## src/rtl/uart_rx_pkg.sv

```systemverilog
// Shared UART definitions: receiver/transmitter state encoding and bit-period derivation.
package uart_rx_pkg;

    typedef enum logic [2:0] {
        ST_IDLE,
        ST_START,
        ST_DATA,
        ST_STOP,
        ST_WAIT_IDLE
    } uart_state_e;

    // Whole system clocks per serial bit; the fractional part is truncated.
    function automatic int clks_per_bit(input int clock_frequency, input int baud_rate);
        return clock_frequency / baud_rate;
    endfunction

endpackage

```

## src/rtl/uart_rx_fifo.sv

```systemverilog
// Show-ahead synchronous FIFO holding received bytes until the consumer pops them.
module uart_rx_fifo
#(
    parameter int DEPTH = 8,
    parameter int WIDTH = 8
) (
    input  logic                       clk,
    input  logic                       rst,
    input  logic                       push,
    input  logic [WIDTH-1:0]           wr_data,
    input  logic                       pop,
    output logic [WIDTH-1:0]           rd_data,
    output logic                       full,
    output logic                       empty,
    output logic [$clog2(DEPTH+1)-1:0] count
);

    localparam int PTR_W = $clog2(DEPTH);
    localparam int CNT_W = $clog2(DEPTH+1);

    logic [WIDTH-1:0] mem_q [DEPTH];
    logic [PTR_W-1:0] wr_ptr_q, wr_ptr_d;
    logic [PTR_W-1:0] rd_ptr_q, rd_ptr_d;
    logic [CNT_W-1:0] count_q, count_d;
    logic             do_push;
    logic             do_pop;

    // A push into a full FIFO only lands when the head leaves in the same cycle.
    always_comb begin
        empty    = (count_q == '0);
        full     = (count_q == CNT_W'(DEPTH));
        do_pop   = pop && !empty;
        do_push  = push && (!full || do_pop);
        wr_ptr_d = do_push ? wr_ptr_q + 1'b1 : wr_ptr_q;
        rd_ptr_d = do_pop ? rd_ptr_q + 1'b1 : rd_ptr_q;
        count_d  = count_q;
        if (do_push && !do_pop) begin
            count_d = count_q + 1'b1;
        end else if (do_pop && !do_push) begin
            count_d = count_q - 1'b1;
        end
        rd_data = empty ? '0 : mem_q[rd_ptr_q];
        count   = count_q;
    end

    always_ff @(posedge clk) begin
        if (rst) begin
            wr_ptr_q <= '0;
            rd_ptr_q <= '0;
            count_q  <= '0;
        end else begin
            wr_ptr_q <= wr_ptr_d;
            rd_ptr_q <= rd_ptr_d;
            count_q  <= count_d;
        end
    end

    always_ff @(posedge clk) begin
        if (do_push) begin
            mem_q[wr_ptr_q] <= wr_data;
        end
    end

endmodule

```

## src/rtl/uart_rx.sv

```systemverilog
// 8N1 UART receiver: synchronises the line, deframes bytes and queues them in a FIFO.
module uart_rx
    import uart_rx_pkg::*;
#(
    parameter int CLOCK_FREQUENCY = 27000000,
    parameter int BAUD_RATE       = 115200,
    parameter int FIFO_DEPTH      = 8
) (
    input  logic                            clk,
    input  logic                            rst,
    input  logic                            uart_rx_pin,
    output logic [7:0]                      rx_data,
    output logic                            rx_valid,
    input  logic                            rx_ready,
    output logic [$clog2(FIFO_DEPTH+1)-1:0] rx_fifo_count,
    output logic                            framing_error,
    output logic                            overrun
);

    localparam int CLKS_PER_BIT = clks_per_bit(CLOCK_FREQUENCY, BAUD_RATE);
    localparam int CNT_W        = $clog2(CLKS_PER_BIT);
    localparam logic [CNT_W-1:0] HALF_LAST = CNT_W'(CLKS_PER_BIT/2 - 1);
    localparam logic [CNT_W-1:0] BIT_LAST  = CNT_W'(CLKS_PER_BIT - 1);

    uart_state_e      state_q, state_d;
    logic             sync_q, sync_d;
    logic             rx_s_q, rx_s_d;
    logic [CNT_W-1:0] cnt_q, cnt_d;
    logic [2:0]       bit_idx_q, bit_idx_d;
    logic [7:0]       shreg_q, shreg_d;
    logic             framing_error_q, framing_error_d;
    logic             overrun_q, overrun_d;
    logic             push;
    logic             fifo_full;
    logic             fifo_empty;

    // Every sampling decision is made on rx_s_q, the second synchroniser stage.
    always_comb begin
        state_d         = state_q;
        cnt_d           = cnt_q;
        bit_idx_d       = bit_idx_q;
        shreg_d         = shreg_q;
        push            = 1'b0;
        framing_error_d = 1'b0;
        sync_d          = uart_rx_pin;
        rx_s_d          = sync_q;

        case (state_q)
            ST_IDLE: begin
                if (!rx_s_q) begin
                    state_d = ST_START;
                    cnt_d   = '0;
                end
            end
            ST_START: begin
                if (cnt_q == HALF_LAST) begin
                    cnt_d     = '0;
                    bit_idx_d = '0;
                    state_d   = rx_s_q ? ST_IDLE : ST_DATA;
                end else begin
                    cnt_d = cnt_q + 1'b1;
                end
            end
            ST_DATA: begin
                if (cnt_q == BIT_LAST) begin
                    cnt_d   = '0;
                    shreg_d = {rx_s_q, shreg_q[7:1]};
                    if (bit_idx_q == 3'd7) begin
                        state_d = ST_STOP;
                    end else begin
                        bit_idx_d = bit_idx_q + 1'b1;
                    end
                end else begin
                    cnt_d = cnt_q + 1'b1;
                end
            end
            ST_STOP: begin
                if (cnt_q == BIT_LAST) begin
                    cnt_d = '0;
                    if (rx_s_q) begin
                        push    = 1'b1;
                        state_d = ST_IDLE;
                    end else begin
                        framing_error_d = 1'b1;
                        state_d         = ST_WAIT_IDLE;
                    end
                end else begin
                    cnt_d = cnt_q + 1'b1;
                end
            end
            ST_WAIT_IDLE: begin
                // A held-low line (break) must return high before a new start can be seen.
                if (rx_s_q) begin
                    state_d = ST_IDLE;
                end
            end
            default: begin
                state_d = ST_IDLE;
            end
        endcase

        overrun_d = push && fifo_full && !(rx_ready && !fifo_empty);
    end

    always_ff @(posedge clk) begin
        if (rst) begin
            state_q         <= ST_IDLE;
            sync_q          <= 1'b1;
            rx_s_q          <= 1'b1;
            cnt_q           <= '0;
            bit_idx_q       <= '0;
            shreg_q         <= '0;
            framing_error_q <= 1'b0;
            overrun_q       <= 1'b0;
        end else begin
            state_q         <= state_d;
            sync_q          <= sync_d;
            rx_s_q          <= rx_s_d;
            cnt_q           <= cnt_d;
            bit_idx_q       <= bit_idx_d;
            shreg_q         <= shreg_d;
            framing_error_q <= framing_error_d;
            overrun_q       <= overrun_d;
        end
    end

    uart_rx_fifo #(
        .DEPTH (FIFO_DEPTH),
        .WIDTH (8)
    ) u_fifo (
        .clk     (clk),
        .rst     (rst),
        .push    (push),
        .wr_data (shreg_q),
        .pop     (rx_ready),
        .rd_data (rx_data),
        .full    (fifo_full),
        .empty   (fifo_empty),
        .count   (rx_fifo_count)
    );

    assign rx_valid      = !fifo_empty;
    assign framing_error = framing_error_q;
    assign overrun       = overrun_q;

endmodule

```

## config.mk

```make
export PLATFORM = sky130hd
export DESIGN_NAME = uart_rx
export DESIGN_NICKNAME = d
export VERILOG_FILES = /design/src/rtl/uart_rx_pkg.sv /design/src/rtl/uart_rx_fifo.sv /design/src/rtl/uart_rx.sv
export SDC_FILE = /design/constraint.sdc
export NUM_CORES = 1
export LEC_CHECK = 0
export ABC_AREA = 1
export CORE_ASPECT_RATIO = 0.8
export CORE_UTILIZATION = 40
export CTS_CLUSTER_SIZE = 25
export DETAILED_ROUTE_END_ITERATION = 16
export PLACE_DENSITY = 0.65
export SLEW_MARGIN = 20
export SYNTH_ARGS = -nofsm -noshare
export SYNTH_HDL_FRONTEND = slang
export SYNTH_SLANG_ARGS = --single-unit
```

## constraint.sdc

```tcl
create_clock -name clk -period 2.2 [get_ports clk]
set_input_delay 0.44 -clock clk [delete_from_list [all_inputs] [get_ports clk]]
set_output_delay 0.44 -clock clk [all_outputs]
set_load 0.01 [all_outputs]
```

==> impl_metrics.prom, run 1 <==
# TYPE chip_impl_metric gauge
chip_impl_info{name="yosys_most_used_dff",value="sky130_fd_sc_hd__edfxtp_1"} 1
chip_impl_metric{name="tritoncts.num_buffers",unit=""} 9
chip_impl_metric{name="sequential_element_share_of_the_synthesized_area",unit="%"} 59.6
chip_impl_info{name="min_from",value="rx_s_d$_SDFF_PP1_"} 1
chip_impl_metric{name="relSlewSlack",unit="%"} 69.8
chip_impl_metric{name="net-switching-power",unit="mW"} 2.14
chip_impl_info{name="critical_path.startpoint",value="u_fifo.count[2]$_SDFFE_PP0P_"} 1
chip_impl_info{name="holdCritPathClass",value="reg -> reg"} 1
chip_impl_metric{name="effective_utilization_at_floorplan",unit="%"} 41.5
chip_impl_metric{name="via_count",unit=""} 3330
chip_impl_metric{name="power.leakage",unit="nW"} 2.36
chip_impl_metric{name="post_route_cells_drive_above_1_share",unit="%"} 19.3
chip_impl_metric{name="slew_viol_final",unit=""} 0
chip_impl_metric{name="storage_element_area",unit="sq um"} 2710
chip_impl_metric{name="finalCriticalPeriod",unit="ns"} 2.13
chip_impl_metric{name="antenna_found_initial",unit=""} 0
chip_impl_metric{name="timing.critical_path.arrival",unit="ns"} 1.69
chip_impl_metric{name="coreArea",unit="sq um"} 10900
chip_impl_metric{name="grt_start_max_net_pins",unit=""} 33
chip_impl_metric{name="post_layout_util",unit="%"} 50.5
chip_impl_metric{name="place_area",unit="sq um"} 5120
chip_impl_metric{name="h-tree-depth",unit=""} 3
chip_impl_metric{name="grt_pass1_vias",unit=""} 3134
chip_impl_metric{name="route.final.wire_length",unit="um"} 9410
chip_impl_metric{name="clkSinkCount",unit=""} 103
chip_impl_metric{name="post_dp_hpwl",unit="um"} 6130
chip_impl_info{name="layout.cells.most_common",value="sky130_fd_sc_hd__nor2_1"} 1
chip_impl_metric{name="timing.max_cap.violations",unit=""} 0
chip_impl_metric{name="antenna_cells_inserted",unit=""} 0
chip_impl_info{name="critPathKind",value="reg -> out"} 1
chip_impl_metric{name="place_inst",unit=""} 657
chip_impl_metric{name="fin_nets",unit=""} 543
chip_impl_metric{name="power.density_cell_area",unit="nW/um^2"} 1110
chip_impl_metric{name="worst_vdd_rail_ir_drop",unit="uV"} 357
chip_impl_metric{name="cell_internal_pwr",unit="mW"} 3.99
chip_impl_metric{name="avgSynthCellArea",unit="sq um"} 9.56
chip_impl_metric{name="comb_power_share",unit="%"} 36.5
chip_impl_info{name="synth_area_leaders",value="sky130_fd_sc_hd__edfxtp_1, sky130_fd_sc_hd__dfxtp_1, sky130_fd_sc_hd__nor2_1"} 1
chip_impl_info{name="worst_r2r_endpoint",value="u_fifo.count[2]$_SDFFE_PP0P_"} 1
chip_impl_metric{name="die_height",unit="um"} 97.2
chip_impl_info{name="cts_tree",value="yes"} 1
chip_impl_metric{name="sw_frac_of_total",unit="%"} 34.9
chip_impl_metric{name="power_frac_seq",unit="%"} 36.7
chip_impl_info{name="synth.largest_area_cell",value="sky130_fd_sc_hd__edfxtp_1"} 1
chip_impl_metric{name="final.fill_count",unit=""} 961
chip_impl_info{name="outcome",value="finished, final reports clean"} 1
chip_impl_metric{name="first_pass_grt_wire_length",unit="um"} 15200
chip_impl_metric{name="min_period_over_period",unit="%"} 96.7
chip_impl_metric{name="cp_max_fo",unit=""} 11
chip_impl_metric{name="synth_nets",unit=""} 489
chip_impl_metric{name="yosys_register_bits",unit=""} 103
chip_impl_metric{name="die_w",unit="um"} 121
chip_impl_metric{name="detail_route.drc_violations",unit=""} 0
chip_impl_metric{name="max_clock_freq",unit="GHz"} 0.470
chip_impl_metric{name="synth.lib_cells_used.distinct",unit=""} 31
chip_impl_metric{name="die_ar",unit="sq um"} 11800
chip_impl_metric{name="areaGrowthSynthToFinish",unit="%"} 21.8
chip_impl_metric{name="detailedRoute.firstPassIterationCount",unit=""} 4
chip_impl_metric{name="tightest_slew",unit="ns"} 0.452
chip_impl_metric{name="synthesis_warning_total",unit=""} 0
chip_impl_info{name="hold_end",value="rx_s_q$_SDFF_PP1_"} 1
chip_impl_metric{name="pwr-share-clk",unit="%"} 26.8
chip_impl_metric{name="floorplan.rows",unit=""} 34
chip_impl_metric{name="globalplace.congestion",unit=""} 0.902
chip_impl_metric{name="initialDrtViolationCount",unit=""} 226
chip_impl_metric{name="reg2reg_setup_slack",unit="ns"} 0.12
chip_impl_metric{name="layout.cells.non_filler",unit=""} 677
chip_impl_metric{name="post-synth-top-area-fraction",unit="%"} 42.4
chip_impl_info{name="startpoint_class_of_the_critical_path",value="register"} 1
chip_impl_metric{name="grt_util_all_layers",unit="%"} 16.7
chip_impl_metric{name="port_buffers",unit=""} 18
chip_impl_metric{name="asyncSetResetFlopFracSynth",unit="%"} 0
chip_impl_metric{name="ports",unit=""} 19
chip_impl_metric{name="hold_violations",unit=""} 0
chip_impl_metric{name="insertion_delay",unit="ns"} 0.35
chip_impl_metric{name="setup_violations",unit=""} 0
chip_impl_info{name="cts.root.buffer_cell",value="sky130_fd_sc_hd__clkbuf_16"} 1
chip_impl_metric{name="gr-total-overflow",unit=""} 0
chip_impl_metric{name="cts_buffer_depth",unit=""} 2
chip_impl_info{name="cp-end-kind",value="output pin"} 1
chip_impl_metric{name="ff2ff_path_depth",unit=""} 15
chip_impl_info{name="grt_setup_unrepaired",value="yes"} 1
chip_impl_metric{name="required",unit="ns"} 1.76
chip_impl_metric{name="count_of_antenna_violating_nets_left_after_detailed_routing",unit=""} 0
chip_impl_metric{name="final_cell_area",unit="sq um"} 5520
chip_impl_metric{name="multi_input_area",unit="sq um"} 1660
chip_impl_metric{name="wire_length_per_cell_after_detailed_routing",unit="um"} 13.9
chip_impl_metric{name="synth_enable_flop_cells",unit=""} 64
chip_impl_metric{name="avgViaCountPerCell",unit=""} 4.92
chip_impl_metric{name="min_path_cells",unit=""} 1
chip_impl_metric{name="synthCells",unit=""} 474
chip_impl_info{name="regToRegStartpoint",value="cnt_q[1]$_SDFFE_PP0P_"} 1
chip_impl_metric{name="clkSlewWorstSetupHoldPaths",unit="ns"} 0.07
chip_impl_metric{name="skew",unit="ns"} 0.0134
chip_impl_metric{name="synthesis.area",unit="sq um"} 4530
chip_impl_info{name="most-common-layout-cells",value="sky130_fd_sc_hd__nor2_1, sky130_fd_sc_hd__edfxtp_1, sky130_fd_sc_hd__nand2_1, sky130_fd_sc_hd__o21ai_0"} 1
-- flip-flops by register name, summed over array words and instances, names as in the netlist, named ones only --
name,flops
overrun,1
u_fifo.wr_ptr_q,3
rx_s_q,1
framing_error,1
shreg_q,8
u_fifo.mem_q,64
cnt_q,8
u_fifo.rd_ptr_q,3
bit_idx_q,3
rx_s_d,1
state_q,3
u_fifo.count,4
-- through the flow --
step | power (mW) | setup WS [ns] | setup TNS, ns | hold WS, ns
3_3_place_gp | 4.37 | -0.335 | -0.925 | 0.404
2_1_floorplan | 3.65 | 0.0303 | 0 | 0.389
6_report | 6.12 | 0.0718 | 0 | 0.413
4_1_cts | 6.03 | -0.0284 | -0.0284 | 0.412
5_1_grt | 6.48 | -0.00919 | -0.0209 | 0.439
3_5_place_dp | 4.41 | -0.381 | -1.17 | 0.393
-- worst max-delay path by stage --
stage,to,slack [ns],cells after the start
after floorplan,u_fifo.count[3]$_SDFFE_PP0P_,0.03,16
after global routing,rx_data[6],-0.009,7
final,rx_data[6],0.07,7
after detailed placement,u_fifo.count[3]$_SDFFE_PP0P_,-0.38,15
after global placement,u_fifo.count[3]$_SDFFE_PP0P_,-0.34,15
after CTS,u_fifo.count[3]$_SDFFE_PP0P_,-0.03,16
-- timing repair --
action / 4_1_cts / 5_1_grt
resized for setup: 20 / 18
pin swaps: 2 / 4
setup buffers: 1 / 2
gates cloned: 0 / 1
hold buffers: 0 / 0
setup endpoints to repair: 11 / 11
-- critical path, stage by stage (launching register included) --
cell and delay, ns:
sky130_fd_sc_hd__dfxtp_2 0.34, sky130_fd_sc_hd__inv_1 0.08, sky130_fd_sc_hd__nand2_1 0.08, sky130_fd_sc_hd__or2_2 0.30, sky130_fd_sc_hd__buf_6 0.16, sky130_fd_sc_hd__nand2_1 0.07, sky130_fd_sc_hd__nor2_1 0.04, sky130_fd_sc_hd__dlygate4sd2_1 0.27
-- Yosys cell counts, types with 5 or more instances --
library cell               count
sky130_fd_sc_hd__nor2_1       98
sky130_fd_sc_hd__edfxtp_1     64
sky130_fd_sc_hd__nand2_1      64
sky130_fd_sc_hd__o21ai_0      45
sky130_fd_sc_hd__dfxtp_1      39
sky130_fd_sc_hd__inv_1        35
sky130_fd_sc_hd__a21oi_1      17
sky130_fd_sc_hd__nand3_1      14
sky130_fd_sc_hd__clkbuf_1     13
sky130_fd_sc_hd__ha_1         10
sky130_fd_sc_hd__nor3_1        9
sky130_fd_sc_hd__o211ai_1      8
sky130_fd_sc_hd__o22ai_1       8
sky130_fd_sc_hd__nand2_2       7
sky130_fd_sc_hd__nand4_1       7
sky130_fd_sc_hd__inv_2         6
sky130_fd_sc_hd__nor2_4        5
-- layout make-up --
| class | instances | area share (%) |
|---|---|---|
| Clock inverter | 6 | 1.36 |
| Timing Repair Buffer | 58 | 9.33 |
| Tap cell | 144 | 3.26 |
| Multi-Input combinational cell | 314 | 30.0 |
| Inverter | 42 | 2.88 |
| Clock buffer | 10 | 4.15 |
| Sequential cell | 103 | 49.0 |
-- logic make-up (layout without fill, tap and decap cells) --
group | count (synthesis) | in the layout | synth area share (%)
buffers and inverters | 57 | 116 | 4.94
and+or+nand+nor | 216 | 216 | 21.5
AOI/OAI and AO/OA | 82 | 82 | 9.77
xor gates and xnor gates | 5 | 5 | 0.966
adders and majority gates | 11 | 11 | 3.20
DFF | 103 | 103 | 59.6
-- routing by layer --
metal  vias up  global-route usage [%]  routed length (um)
li1       1701                       -                   -
met1      1543                    21.9                4360
met2        74                    27.0                4490
met3        12                    3.87                 454
met4         0                    5.79                 100
met5         -                       0                   0
-- power groups by stage --
stage	registers (mW)	clock network, mW	logic (mW)
floorplan	2.31	0	1.34
global placement	2.26	0	2.11
detailed placement	2.27	0	2.14
CTS	2.23	1.67	2.13
global route	2.26	1.73	2.50
finish	2.24	1.64	2.24
Power figures use the tool's default switching activity.
==> run 2, diff against run 1 <==
--- a/config.mk
+++ b/config.mk
@@ -10,6 +10,7 @@
 export CORE_UTILIZATION = 40
 export CTS_CLUSTER_SIZE = 25
 export DETAILED_ROUTE_END_ITERATION = 16
+export GPL_ROUTABILITY_DRIVEN = 0
 export PLACE_DENSITY = 0.65
 export SLEW_MARGIN = 20
 export SYNTH_ARGS = -nofsm -noshare
==> results of run 2 <==
The final DEF is identical to that of run 1; final timing and power are the same.
==> run 3, diff against run 2 <==
--- a/config.mk
+++ b/config.mk
@@ -5,7 +5,6 @@
 export SDC_FILE = /design/constraint.sdc
 export NUM_CORES = 1
 export LEC_CHECK = 0
-export ABC_AREA = 1
 export CORE_ASPECT_RATIO = 0.8
 export CORE_UTILIZATION = 40
 export CTS_CLUSTER_SIZE = 25
==> impl_metrics.prom, run 3 <==
# TYPE chip_impl_metric gauge
chip_impl_info{name="cts.root.buffer_cell",value="sky130_fd_sc_hd__clkbuf_16"} 1
chip_impl_metric{name="slew_viol_final",unit=""} 0
chip_impl_info{name="cpLargestDelayFamily",value="multiplexers"} 1
chip_impl_metric{name="yosys_register_bits",unit=""} 103
chip_impl_info{name="slowest_stage",value="sky130_fd_sc_hd__mux2_2"} 1
chip_impl_info{name="holdCritPathClass",value="reg -> reg"} 1
chip_impl_metric{name="max_clock_freq",unit="GHz"} 0.434
chip_impl_metric{name="p_total",unit="mW"} 5.18
chip_impl_metric{name="hold_violations",unit=""} 0
chip_impl_metric{name="synthesis_warning_total",unit=""} 0
chip_impl_info{name="netlist_top_cells_count",value="sky130_fd_sc_hd__edfxtp_1, sky130_fd_sc_hd__dfxtp_1, sky130_fd_sc_hd__nor2_1"} 1
chip_impl_metric{name="die_ar",unit="sq um"} 11300
chip_impl_metric{name="post_route_cells_drive_above_1_share",unit="%"} 34.0
chip_impl_info{name="cp-end-kind",value="register"} 1
chip_impl_metric{name="detail_route.drc_violations",unit=""} 0
chip_impl_metric{name="holdWs",unit="ns"} 0.421
chip_impl_metric{name="wire_length_per_cell_after_detailed_routing",unit="um"} 15.6
chip_impl_metric{name="grt_start_max_net_pins",unit=""} 27
chip_impl_metric{name="largest_register_ff_count",unit=""} 64
chip_impl_metric{name="critical_path.n_buffers_inverters",unit=""} 2
chip_impl_metric{name="timing.max_cap.violations",unit=""} 0
chip_impl_metric{name="setup_total_negative_slack",unit="ns"} -0.232
chip_impl_info{name="cts_tree",value="yes"} 1
chip_impl_metric{name="net-switching-power",unit="mW"} 1.44
chip_impl_metric{name="worst_vdd_rail_ir_drop",unit="uV"} 392
chip_impl_metric{name="h-tree-depth",unit=""} 3
chip_impl_metric{name="insertion_delay",unit="ns"} 0.35
chip_impl_metric{name="sw_frac_of_total",unit="%"} 27.7
chip_impl_metric{name="power_frac_seq",unit="%"} 41.8
chip_impl_metric{name="areaGrowthSynthToFinish",unit="%"} 27.3
chip_impl_metric{name="critical_path.max_stage_delay",unit="ns"} 0.34
chip_impl_metric{name="power.leakage",unit="nW"} 2.00
chip_impl_metric{name="floorplan.rows",unit=""} 33
chip_impl_metric{name="pwr-share-clk",unit="%"} 29.0
chip_impl_metric{name="asyncSetResetFlopFracSynth",unit="%"} 0
chip_impl_metric{name="die_height",unit="um"} 95.3
chip_impl_info{name="violated_checks",value="setup timing"} 1
chip_impl_info{name="synth.largest_area_cell",value="sky130_fd_sc_hd__edfxtp_1"} 1
chip_impl_metric{name="place_area",unit="sq um"} 5110
chip_impl_metric{name="gr-total-overflow",unit=""} 0
chip_impl_metric{name="synth.lib_cells_used.distinct",unit=""} 52
chip_impl_metric{name="post_synth_mux_area_share",unit="%"} 10.8
chip_impl_metric{name="setup_violations",unit=""} 9
chip_impl_metric{name="tightest_slew",unit="ns"} 0.486
chip_impl_info{name="synth_top_family_by_area",value="simple AND/OR/NAND/NOR gates"} 1
chip_impl_metric{name="effective_utilization_at_floorplan",unit="%"} 41.8
chip_impl_metric{name="post-route-worst-setup-slack",unit="ns"} -0.105
chip_impl_metric{name="clkSinkCount",unit=""} 103
chip_impl_metric{name="grt_pass1_vias",unit=""} 2712
chip_impl_metric{name="cp_max_fo",unit=""} 3
chip_impl_info{name="worst_r2r_endpoint",value="u_fifo.count[3]$_SDFFE_PP0P_"} 1
chip_impl_info{name="layout.cells.most_common",value="sky130_fd_sc_hd__edfxtp_1"} 1
chip_impl_metric{name="dp_worst_setup_slack",unit="ns"} -0.592
chip_impl_info{name="grt_setup_unrepaired",value="yes"} 1
chip_impl_metric{name="min_period_over_period",unit="%"} 105
chip_impl_metric{name="storage_element_area",unit="sq um"} 2720
chip_impl_metric{name="post_dp_hpwl",unit="um"} 5720
chip_impl_info{name="hold_end",value="rx_s_q$_SDFF_PP1_"} 1
chip_impl_info{name="outcome",value="complete, but fails checks"} 1
chip_impl_metric{name="power.density_cell_area",unit="nW/um^2"} 936
chip_impl_metric{name="final.fill_count",unit=""} 872
chip_impl_info{name="critPathKind",value="reg -> reg"} 1
chip_impl_metric{name="required",unit="ns"} 2.44
chip_impl_metric{name="timing.critical_path.arrival",unit="ns"} 2.54
chip_impl_info{name="startpoint_class_of_the_critical_path",value="register"} 1
chip_impl_metric{name="fin_nets",unit=""} 422
chip_impl_metric{name="synth_nets",unit=""} 344
chip_impl_metric{name="ports",unit=""} 19
chip_impl_metric{name="avgViaCountPerCell",unit=""} 5.12
chip_impl_metric{name="first_pass_grt_wire_length",unit="um"} 14100
chip_impl_info{name="synth_area_leaders",value="sky130_fd_sc_hd__edfxtp_1, sky130_fd_sc_hd__dfxtp_1, sky130_fd_sc_hd__mux4_2"} 1
chip_impl_info{name="reg.largest.list",value="u_fifo.mem_q: 64 flops, cnt_q: 8 flops, shreg_q: 8 flops"} 1
chip_impl_info{name="min_from",value="rx_s_d$_SDFF_PP1_"} 1
chip_impl_metric{name="skew",unit="ns"} 0.0125
chip_impl_metric{name="cell_internal_pwr",unit="mW"} 3.75
chip_impl_metric{name="synth_compound_area_share",unit="%"} 8.14
chip_impl_metric{name="finalCriticalPeriod",unit="ns"} 2.30
chip_impl_metric{name="initialDrtViolationCount",unit=""} 214
chip_impl_metric{name="cts_buffer_depth",unit=""} 2
chip_impl_metric{name="coreArea",unit="sq um"} 10400
chip_impl_info{name="register_with_the_most_flip_flops",value="u_fifo.mem_q"} 1
chip_impl_metric{name="avgSynthCellArea",unit="sq um"} 13.2
chip_impl_metric{name="antenna_found_initial",unit=""} 0
chip_impl_info{name="worst_path_most_repeated_cell",value="sky130_fd_sc_hd__ha_4"} 1
chip_impl_metric{name="count_of_antenna_violating_nets_left_after_detailed_routing",unit=""} 0
chip_impl_info{name="synth.most_common_cell",value="sky130_fd_sc_hd__edfxtp_1"} 1
chip_impl_metric{name="multi_input_area",unit="sq um"} 1640
chip_impl_info{name="critical_path.startpoint",value="cnt_q[1]$_SDFFE_PP0P_"} 1
chip_impl_metric{name="via_count",unit=""} 2826
chip_impl_metric{name="synth_xor_area_share",unit="%"} 0.805
chip_impl_metric{name="die_w",unit="um"} 119
chip_impl_metric{name="final_cell_area",unit="sq um"} 5540
chip_impl_metric{name="grt_util_all_layers",unit="%"} 16.4
chip_impl_metric{name="sequential_element_share_of_the_synthesized_area",unit="%"} 62.1
chip_impl_metric{name="synthCells",unit=""} 329
chip_impl_metric{name="reg2reg_setup_slack",unit="ns"} -0.10
chip_impl_info{name="most-common-layout-cells",value="sky130_fd_sc_hd__edfxtp_1, sky130_fd_sc_hd__buf_4, sky130_fd_sc_hd__dfxtp_1, sky130_fd_sc_hd__nor2_1, sky130_fd_sc_hd__a21oi_1"} 1
chip_impl_metric{name="route.final.wire_length",unit="um"} 8590
chip_impl_metric{name="synth_adder_area_share",unit="%"} 3.34
chip_impl_metric{name="antenna_cells_inserted",unit=""} 0
chip_impl_metric{name="clkSlewWorstSetupHoldPaths",unit="ns"} 0.07
chip_impl_metric{name="synth_simple_gate_area_share",unit="%"} 12.5
chip_impl_metric{name="ff2ff_path_depth",unit=""} 12
chip_impl_info{name="regToRegStartpoint",value="cnt_q[1]$_SDFFE_PP0P_"} 1
chip_impl_metric{name="comb_power_share",unit="%"} 29.2
chip_impl_metric{name="relSlewSlack",unit="%"} 67.4
chip_impl_info{name="path_cells",value="inv_2, ha_4, and4_4, nand3b_4, nor2_4, ha_4, inv_4, ha_4, a21o_1, a21oi_2, mux2i_1, mux2_2"} 1
chip_impl_info{name="yosys_most_used_dff",value="sky130_fd_sc_hd__edfxtp_1"} 1
chip_impl_metric{name="detailedRoute.firstPassIterationCount",unit=""} 4
chip_impl_metric{name="synthesis.area",unit="sq um"} 4350
chip_impl_metric{name="post-synth-top-area-fraction",unit="%"} 44.2
chip_impl_metric{name="port_buffers",unit=""} 18
chip_impl_metric{name="synth_enable_flop_cells",unit=""} 64
chip_impl_metric{name="tritoncts.num_buffers",unit=""} 9
chip_impl_metric{name="min_path_cells",unit=""} 1
run 3: timing repair:
item,4_1_cts,5_1_grt
setup endpoints to repair,34,29
cloned,1,0
pin swaps,2,4
hold endpoints to repair,0,0
hold buffers,0,0
setup buffers,8,5
gates resized for setup,44,7
run 3: layer usage:
| metal | wire length [um] | global-route usage, % | vias to the layer above |
|---|---|---|---|
| met5 | 0 | 0 | - |
| met4 | 157 | 5.70 | 0 |
| met3 | 285 | 3.59 | 14 |
| met2 | 4070 | 26.6 | 53 |
| met1 | 4080 | 22.1 | 1354 |
| li1 | - | - | 1405 |
run 3: worst max-delay path by stage:
stage                     cells after the start                      endpoint
final                                        12  u_fifo.count[3]$_SDFFE_PP0P_
after global routing                         12  u_fifo.count[3]$_SDFFE_PP0P_
after CTS                                    12  u_fifo.count[3]$_SDFFE_PP0P_
after detailed placement                     11  u_fifo.count[3]$_SDFFE_PP0P_
after global placement                       11  u_fifo.count[3]$_SDFFE_PP0P_
after floorplan                              10  u_fifo.count[3]$_SDFFE_PP0P_
run 3: cell type report:
class | instances | area share (%)
repair buffers | 84 | 12.7
clock buffers | 10 | 4.13
inverters | 6 | 0.452
clock inverters | 6 | 0.926
well taps | 140 | 3.16
flip-flops and latches | 103 | 49.1
multi-input cells | 203 | 29.5
run 3: through the flow:
stage | util, % | instances
after floorplan | - | 329
after global placement | 49.1 | 522
after detailed placement | 49.1 | 522
after CTS | 52.6 | 547
after global routing | 53.2 | 552
final | 53.2 | 552
run 3: power groups by stage:
stage / sequential, mW / combinational (mW) / clock, mW
5_1_grt: 2.17 / 1.65 / 1.60
2_1_floorplan: 2.22 / 0.748 / 0
3_3_place_gp: 2.18 / 1.41 / 0
3_5_place_dp: 2.18 / 1.43 / 0
6_report: 2.16 / 1.52 / 1.50
4_1_cts: 2.16 / 1.47 / 1.54
run 3: cells by family (layout without fill, tap and decap cells):
logic type	Yosys count	after routing
flops	103	103
simple gates	101	101
compound gates	60	60
mux	27	27
buf+inv	23	106
fa+ha+maj	11	11
xor+xnor	4	4
